<file path="src/rtl/fft_pkg.sv">
// Shared FFT constants: default frame size, sample width and derived widths.
package fft_pkg;

  localparam int FFT_LOGN        = 4;
  localparam int FFT_DATA_WIDTH  = 16;
  localparam int FFT_N           = 1 << FFT_LOGN;
  localparam int FFT_POWER_WIDTH = 2 * FFT_DATA_WIDTH;

endpackage

</file>
<file path="src/rtl/cplx_mag_sq.sv">
// Two-stage registered |z|^2 pipeline with valid/ready handshake and a
// pass-through tag that travels alongside each sample.
module cplx_mag_sq
  import fft_pkg::*;
#(
  parameter int DATA_WIDTH = FFT_DATA_WIDTH,
  parameter int TAG_WIDTH  = FFT_LOGN + 1
) (
  input  logic                    clk,
  input  logic                    rst,
  input  logic                    clear,
  input  logic [DATA_WIDTH-1:0]   s_real,
  input  logic [DATA_WIDTH-1:0]   s_imag,
  input  logic [TAG_WIDTH-1:0]    s_tag,
  input  logic                    s_valid,
  output logic                    s_ready,
  output logic [2*DATA_WIDTH-1:0] m_power,
  output logic [TAG_WIDTH-1:0]    m_tag,
  output logic                    m_valid,
  input  logic                    m_ready
);

  localparam int SQ_W = 2 * DATA_WIDTH - 1;
  localparam int PW   = 2 * DATA_WIDTH;

  logic [DATA_WIDTH-1:0] re_abs, im_abs;
  logic [PW-1:0]         re_ext, im_ext;
  logic [SQ_W-1:0]       re_sq_c, im_sq_c;
  logic [SQ_W-1:0]       re_sq, im_sq;
  logic [TAG_WIDTH-1:0]  s1_tag;
  logic                  s1_valid;
  logic                  load1, load2;

  // Squares are taken on magnitudes so the most negative input (-2^(W-1))
  // squares to 2^(2W-2), which still fits in 2W-1 unsigned bits.
  always_comb begin
    re_abs  = s_real[DATA_WIDTH-1] ? (~s_real + 1'b1) : s_real;
    im_abs  = s_imag[DATA_WIDTH-1] ? (~s_imag + 1'b1) : s_imag;
    re_ext  = {{DATA_WIDTH{1'b0}}, re_abs};
    im_ext  = {{DATA_WIDTH{1'b0}}, im_abs};
    re_sq_c = SQ_W'(re_ext * re_ext);
    im_sq_c = SQ_W'(im_ext * im_ext);
  end

  assign load2   = !m_valid || m_ready;
  assign load1   = !s1_valid || load2;
  assign s_ready = load1 && !clear;

  // Stage 1: register both squares and the tag when the stage can advance.
  always_ff @(posedge clk or posedge rst) begin
    if (rst) begin
      s1_valid <= 1'b0;
      re_sq    <= '0;
      im_sq    <= '0;
      s1_tag   <= '0;
    end else if (clear) begin
      s1_valid <= 1'b0;
    end else if (load1) begin
      s1_valid <= s_valid;
      if (s_valid) begin
        re_sq  <= re_sq_c;
        im_sq  <= im_sq_c;
        s1_tag <= s_tag;
      end
    end
  end

  // Stage 2: register the full-width sum; holds its data while stalled.
  always_ff @(posedge clk or posedge rst) begin
    if (rst) begin
      m_valid <= 1'b0;
      m_power <= '0;
      m_tag   <= '0;
    end else if (clear) begin
      m_valid <= 1'b0;
    end else if (load2) begin
      m_valid <= s1_valid;
      if (s1_valid) begin
        m_power <= {1'b0, re_sq} + {1'b0, im_sq};
        m_tag   <= s1_tag;
      end
    end
  end

endmodule

</file>
<file path="src/rtl/fft_power_peak.sv">
// Per-bin power of an FFT frame plus tracking of the strongest bin per frame.
module fft_power_peak
  import fft_pkg::*;
#(
  parameter int LOGN       = FFT_LOGN,
  parameter int DATA_WIDTH = FFT_DATA_WIDTH
) (
  input  logic                    clk,
  input  logic                    rst,
  input  logic                    clear,
  input  logic [DATA_WIDTH-1:0]   s_real,
  input  logic [DATA_WIDTH-1:0]   s_imag,
  input  logic                    s_valid,
  output logic                    s_ready,
  output logic [2*DATA_WIDTH-1:0] m_power,
  output logic [LOGN-1:0]         m_bin,
  output logic                    m_last,
  output logic                    m_valid,
  input  logic                    m_ready,
  output logic [2*DATA_WIDTH-1:0] peak_power,
  output logic [LOGN-1:0]         peak_bin,
  output logic                    peak_valid
);

  localparam int PW = 2 * DATA_WIDTH;
  localparam int TW = LOGN + 1;

  logic [LOGN-1:0] bin_cnt;
  logic [TW-1:0]   in_tag, out_tag;
  logic            in_xfer, out_xfer;
  logic [PW-1:0]   run_max, cand_power;
  logic [LOGN-1:0] run_bin, cand_bin;

  // The tag carries the last-bin flag above the bin index.
  assign in_tag   = {&bin_cnt, bin_cnt};
  assign m_last   = out_tag[LOGN];
  assign m_bin    = out_tag[LOGN-1:0];
  assign in_xfer  = s_valid && s_ready;
  assign out_xfer = m_valid && m_ready && !clear;

  cplx_mag_sq #(
    .DATA_WIDTH (DATA_WIDTH),
    .TAG_WIDTH  (TW)
  ) u_mag_sq (
    .clk     (clk),
    .rst     (rst),
    .clear   (clear),
    .s_real  (s_real),
    .s_imag  (s_imag),
    .s_tag   (in_tag),
    .s_valid (s_valid),
    .s_ready (s_ready),
    .m_power (m_power),
    .m_tag   (out_tag),
    .m_valid (m_valid),
    .m_ready (m_ready)
  );

  // Bin counter tags each accepted sample and wraps naturally at N.
  always_ff @(posedge clk or posedge rst) begin
    if (rst) begin
      bin_cnt <= '0;
    end else if (clear) begin
      bin_cnt <= '0;
    end else if (in_xfer) begin
      bin_cnt <= bin_cnt + 1'b1;
    end
  end

  // Candidate max: bin 0 always starts a fresh frame; ties keep the earlier bin.
  always_comb begin
    cand_power = run_max;
    cand_bin   = run_bin;
    if ((m_bin == '0) || (m_power > run_max)) begin
      cand_power = m_power;
      cand_bin   = m_bin;
    end
  end

  // Running max per frame; publish it with a one-cycle pulse after the last bin.
  always_ff @(posedge clk or posedge rst) begin
    if (rst) begin
      run_max    <= '0;
      run_bin    <= '0;
      peak_power <= '0;
      peak_bin   <= '0;
      peak_valid <= 1'b0;
    end else begin
      peak_valid <= 1'b0;
      if (clear) begin
        run_max <= '0;
        run_bin <= '0;
      end else if (out_xfer) begin
        if (m_last) begin
          peak_power <= cand_power;
          peak_bin   <= cand_bin;
          peak_valid <= 1'b1;
          run_max    <= '0;
          run_bin    <= '0;
        end else begin
          run_max <= cand_power;
          run_bin <= cand_bin;
        end
      end
    end
  end

endmodule

</file>
<file path="config.mk">
export PLATFORM = sky130hd
export DESIGN_NAME = fft_power_peak
export DESIGN_NICKNAME = d
export VERILOG_FILES = /design/src/rtl/fft_pkg.sv /design/src/rtl/cplx_mag_sq.sv /design/src/rtl/fft_power_peak.sv
export SDC_FILE = /design/constraint.sdc
export NUM_CORES = 1
export LEC_CHECK = 0
export ABC_AREA = 1
export CAP_MARGIN = 40
export CORE_UTILIZATION = 35
export CTS_BUF_LIST = sky130_fd_sc_hd__clkbuf_4 sky130_fd_sc_hd__clkbuf_8
export DETAILED_ROUTE_END_ITERATION = 10
export GPL_ROUTABILITY_DRIVEN = 0
export PLACE_DENSITY_LB_ADDON = 0.15
export SETUP_SLACK_MARGIN = 0.15
export SLEW_MARGIN = 20
export SYNTH_ARGS = -nofsm -noshare
export SYNTH_HDL_FRONTEND = slang
export SYNTH_SLANG_ARGS = --single-unit
</file>
<file path="constraint.sdc">
create_clock -name clk -period 7.7 [get_ports clk]
set_clock_uncertainty 0.05 [all_clocks]
set_input_delay 1.155 -clock clk [delete_from_list [all_inputs] [get_ports clk]]
set_output_delay 1.155 -clock clk [all_outputs]
set_load 0.01 [all_outputs]
</file>
* Word-level counts from Yosys, hierarchy flattened *
Cells that the tools add are included.

word-level totals
  flip-flop bits (word level) = 183
  output and inout port bits = 76

cells by class
  add/sub/neg operators = 4
  multipliers = 2
  order comparisons = 1
  mux-type cells = 19
  bitwise logic cells = 3
  reductions and logical operators = 19

operators with widths
  kind                                           count
  two-way mux 32 bit                             4
  multiplier 16 x 16 -> 31 bit                   2
  adder 16 x 1 -> 16 bit, second input constant  2
  adder 31 x 31 -> 32 bit                        1
  > comparator 32 bit                            1
  two-way mux 16 bit                             2
  NOT 16 bit                                     2
  two-way mux 4 bit                              6
  AND reduction 3 bit                            3
  nonzero test 2 bit                             4
  two-way mux 1 bit                              7
  adder 4 x 1 -> 4 bit, second input constant    1
  logical AND 1 bit                              4
  zero test 4 bit                                1
  AND reduction 4 bit                            1
  zero test 1 bit                                3
  logical OR 1 bit                               3
  NOT 1 bit                                      1

* Depth between registers and ports, before layout *
  depth after elaboration = 7
  gate-level depth with buffers = 37
  depth with buffers taken out = 36

* Cells and area by module *
Synthesis repeated with hierarchy kept, for this count alone.

second synthesis, totals
  cell total of the unflattened synthesis = 3460
  area total of the unflattened synthesis = 26102.5 um2

modules (own cells, without submodules)
  module          instances  cells an instance  area each (um2)  seq. area each (um2)
  cplx_mag_sq     1          2860               21373.0          2602.5
  fft_power_peak  1          600                4729.5           1926.8

* Worst setup path after synthesis *
No wires, ideal clock.

  path type = input -> register
  from = in s_imag[0]
  to = reg u_mag_sq.im_sq[28]
  library setup time = 0.083 ns
  arrival = 7.467 ns
  data required time = 7.567 ns
  path slack = 0.100 ns
  stages on the path = 34
  cell sequence = clkinv_1 -> clkbuf_1 -> ha_1 -> inv_1 -> nor3_1 -> nand2_1 -> nand2_2 -> nand2_1 -> inv_1 -> o21ai_1 -> xor2_1 -> buf_4 -> nand2_1 -> fa_1 -> fa_1 -> inv_1 -> fa_1 -> fa_1 -> fa_1 -> inv_1 -> fa_1 -> inv_1 -> ha_1 -> a21oi_1 -> nor2_1 -> nor2_1 -> nor2_1 -> nor2_1 -> nor2_1 -> nor2_1 -> nand2_1 -> nand2_1 -> nand2_1 -> o21ai_0

between the ends
  longest elaborated chain between the ends = 4

RTL lines
  element                           line                  text
  from (decl)                       fft_power_peak.sv:12  input logic [DATA_WIDTH-1:0] s_imag,
  NOT 16 bit                        cplx_mag_sq.sv:38     im_abs = s_imag[DATA_WIDTH-1] ? (~s_imag + 1'b1) : s_imag;
  adder 16 x 1 -> 16 bit            cplx_mag_sq.sv:38
  two-way mux 16 bit (*)            cplx_mag_sq.sv:38
  multiplier 16 x 16 -> 31 bit (*)  cplx_mag_sq.sv:42     im_sq_c = SQ_W'(im_ext * im_ext);
  to (signal assigned)              cplx_mag_sq.sv:62     im_sq <= im_sq_c;
  to (decl)                         cplx_mag_sq.sv:29     logic [SQ_W-1:0] re_sq, im_sq;

Mark *: on every way between the ends. The rest lies on a longest branch, timed or not.
A chain may end at the register's enable or synchronous reset.

* Worst setup path after layout *
  from = in s_real[0]
  to = reg u_mag_sq.re_sq[28]

between the ends
  longest elaborated chain between the ends = 4

RTL lines
  element                           line                  text
  from (decl)                       fft_power_peak.sv:11  input logic [DATA_WIDTH-1:0] s_real,
  NOT 16 bit                        cplx_mag_sq.sv:37     re_abs = s_real[DATA_WIDTH-1] ? (~s_real + 1'b1) : s_real;
  adder 16 x 1 -> 16 bit            cplx_mag_sq.sv:37
  two-way mux 16 bit (*)            cplx_mag_sq.sv:37
  multiplier 16 x 16 -> 31 bit (*)  cplx_mag_sq.sv:41     re_sq_c = SQ_W'(re_ext * re_ext);
  to (signal assigned)              cplx_mag_sq.sv:61     re_sq <= re_sq_c;
  to (decl)                         cplx_mag_sq.sv:29

Marks and branches as above.

==> impl_metrics.toml <==
[detailed_routing]
drt.antenna.violating_nets = 0
first_pass_iters = 5
drt_iter0_drc = 1336
vias = 21700
routed_via_density = 4.66
routed_wirelength_mm = 69.2
drc = 0
wl_per_cell_um = 14.9

[logic_synthesis]
synthesis.area_mm2 = 0.0254
synth_most_common_cell = "nand2_1"
synth_top_family_by_area = "adder cells"
synth_area_leaders = "fa_1 26%, dfrtp_1 18%, ha_1 13%, nand2_1 11%, inv_1 11%"
synth_top_area_share = 0.259
ys_warn_count = 0
synth_xor_area_frac = 0.0165
synth-compound-area-share = 0.0694
ys_seq_area_frac = 0.179
synth_cells = 3317
synth.distinct_cells = 55
async_flop_share = 1.00
synth-simple-area-share = 0.229
syn_area_per_cell_um2 = 7.65
yosys-top-cells-count = "758 x nand2_1, 720 x inv_1, 328 x fa_1"
synth_seq_cells = 181
synth_edf_count = 0
synth_flop_cell = "dfrtp_1"
synth_mux_area_frac = 0
yosys.area.top_type = "fa_1"
synth_fa_ha_area_frac = 0.385

[final_layout]
syn_to_final_growth_pct = 19.5
fin_area_mm2 = 0.0303
register_area_mm2 = 0.00453
drive_above_1_share = 0.120
n_fill_cell = 7535
multiInputGateArea_mm2 = 0.0180
antenna_cells = 0
nets = 4318
final_cell_count_no_fill = 4660

[sta]
setup_slack_ns = 0.480
finalMaxSlewViolations = 0
setup_viol = 0
max-slew-margin-rel = 0.459
fin_setup_tns_ns = 0
fmax_ghz = 0.139
layout_min_cycle_time_ns = 7.22
worst_pin_slew_ns = 0.812
hold_viol = 0
period_share = 0.938
rsz0062_at_grt = "true"

[setup_path]
critPathMaxStageDelay_ns = 0.54
cp.depth = 30
crit_path_end_kind = "register"
cp.required_ns = 8.06
crit_top_cell = "fa_1"
critPathBufInv = 9
worstRegToRegCells = 14
worstSetupStartpoint = "s_real[0]"
path_max_fanout = 5
crit_family = "adder cells"
worstSetupEndpoint = "u_mag_sq.re_sq[28]"
cp.arrival_ns = 7.58
crit_type = "in -> reg"
reg2reg_from = "u_mag_sq.m_power[15]"
r2r_setup_slack_ns = 4.66
cp-start-kind = "input port"
cpMaxStageDelayCell = "fa_1"
r2r-end = "peak_power[16]"

[place]
portBuffers = 112
post-dp-hpwl_mm = 59.4
place_area_mm2 = 0.0297
dp_slack_ns = -0.144
place_inst = 4623

[clock_tree]
cts_buffer_depth = 2
cts_sinks = 181
tritoncts = "built"
root_buffer = "clkbuf_8"
numCtsBuffers = 17
insertion_delay_ns = 0.52
h-tree-depth = 4
cts.clk_slew.worst_paths_ns = 0.10

[floorplan]
fp.dieW_um = 271
ios = 113
num_rows = 98
coreArea_mm2 = 0.0716
die_h_um = 271
start_util = 0.354
die-area_mm2 = 0.0736

[grt]
grt_max_degree = 106
grt_pass1_vias = 22200
grt_first_pass_wirelength_mm = 115
grt_overflow = 0
grt_util_all_layers = 0.195
antenna_found_initial = 0

[run_status]
outcome = "completed"

[hold_path]
min_path_type = "reg -> reg"

[flow_run]
maxCapViolations = 0
## flip-flops by register name, indices dropped and copies added (netlist names)
| signal | count |
|---|---|
| bin_cnt | 4 |
| u_mag_sq.m_valid | 1 |
| peak_bin | 4 |
| run_bin | 4 |
| run_max | 32 |
| peak_power | 32 |
| peak_valid | 1 |
| u_mag_sq.m_power | 32 |
| u_mag_sq.im_sq | 30 |
| u_mag_sq.s1_valid | 1 |
| u_mag_sq.s1_tag | 5 |
| u_mag_sq.m_tag | 5 |
| u_mag_sq.re_sq | 30 |
## logic make-up after synthesis
logic type                 Yosys count
and+or+nand+nor                   1389
DFF                                181
xor gates and xnor gates            41
adders and majority gates          584
other                                2
buffers and inverters              802
AOI/OAI and AO/OA                  318
## cell type report
type | instances | share of cell area
multi-input cells | 2354 | 0.595
flip-flops and latches | 181 | 0.149
repair buffers | 407 | 0.112
inverters | 736 | 0.0917
well taps | 950 | 0.0392
clock buffers | 17 | 0.00772
clock inverters | 15 | 0.00528
## worst reg2reg max path, stage by stage (launching register included)
cell,delay (ns)
dfrtp_1,0.48
ha_1,0.34
nand2_1,0.05
inv_1,0.06
nand3_1,0.08
nor2_1,0.34
nand2_1,0.10
nand2_1,0.10
nand2_1,0.05
nand2_1,0.14
nand2_4,0.30
nand2_4,0.51
nand2_1,0.15
nand3_1,0.13
nand2_1,0.06
## worst min-delay path by stage
stage / end / from / slack (ns) / depth (start not counted)
floorplan: run_bin[1] / run_bin[1] / 0.40 / 2
global placement: run_bin[2] / run_bin[2] / 0.41 / 2
detailed placement: run_max[16] / run_max[16] / 0.41 / 2
CTS: run_max[16] / run_max[16] / 0.44 / 2
global route: peak_power[24] / peak_power[24] / 0.46 / 2
finish: peak_power[0] / peak_power[0] / 0.43 / 2
## metal layers
layer  vias to the layer above  wire length (um)  track usage
met5                         -                 0            0
met4                         0               796       0.0328
met3                        42              2230       0.0188
met2                       344             33300        0.337
met1                     10400             32900        0.266
li1                      11000                 -            -
## stage by stage
step,hold slack [ns],utilization
floorplan,0.399,-
global placement,0.412,0.414
detailed placement,0.415,0.415
CTS,0.442,0.420
global route,0.457,0.423
finish,0.434,0.423
## cells in the final DEF, fill, tap and decap left out, types with 5 or more instances in the layout
master           Yosys  routed
nand2_1            758     750
ha_1               256     252
or2_2               24      24
clkbuf_8             0      17
o21ai_1              4       8
nand3b_1            10      10
inv_1              720     715
inv_8                0       5
inv_2               10      13
dfrtp_1            181     181
conb_1               2      22
nor2_1             283     264
xor2_1              21      20
nand2_2              7      15
o22ai_1              5       5
nand4_1             32      32
a31oi_1             28      28
xnor2_1             15      15
nand3_1            220     219
o21ai_0            122     118
clkdlybuf4s50_1      0     111
nor2_2               7      23
o21bai_1            11      11
nor3_1              31      29
buf_4                1     290
fa_1               328     326
a21o_1              10      10
a21oi_1            118     112
a21oi_2              1       7
## repair_timing
action	4_1_cts	5_1_grt
setup endpoints to repair	0	24
resized for setup	0	56
hold buffers	0	0
buffers inserted	0	5
hold endpoints to repair	0	0
Power is left out: the tool's default activity adds up to more than one toggle a clock period on the data nets, which glitch-free logic cannot reach.
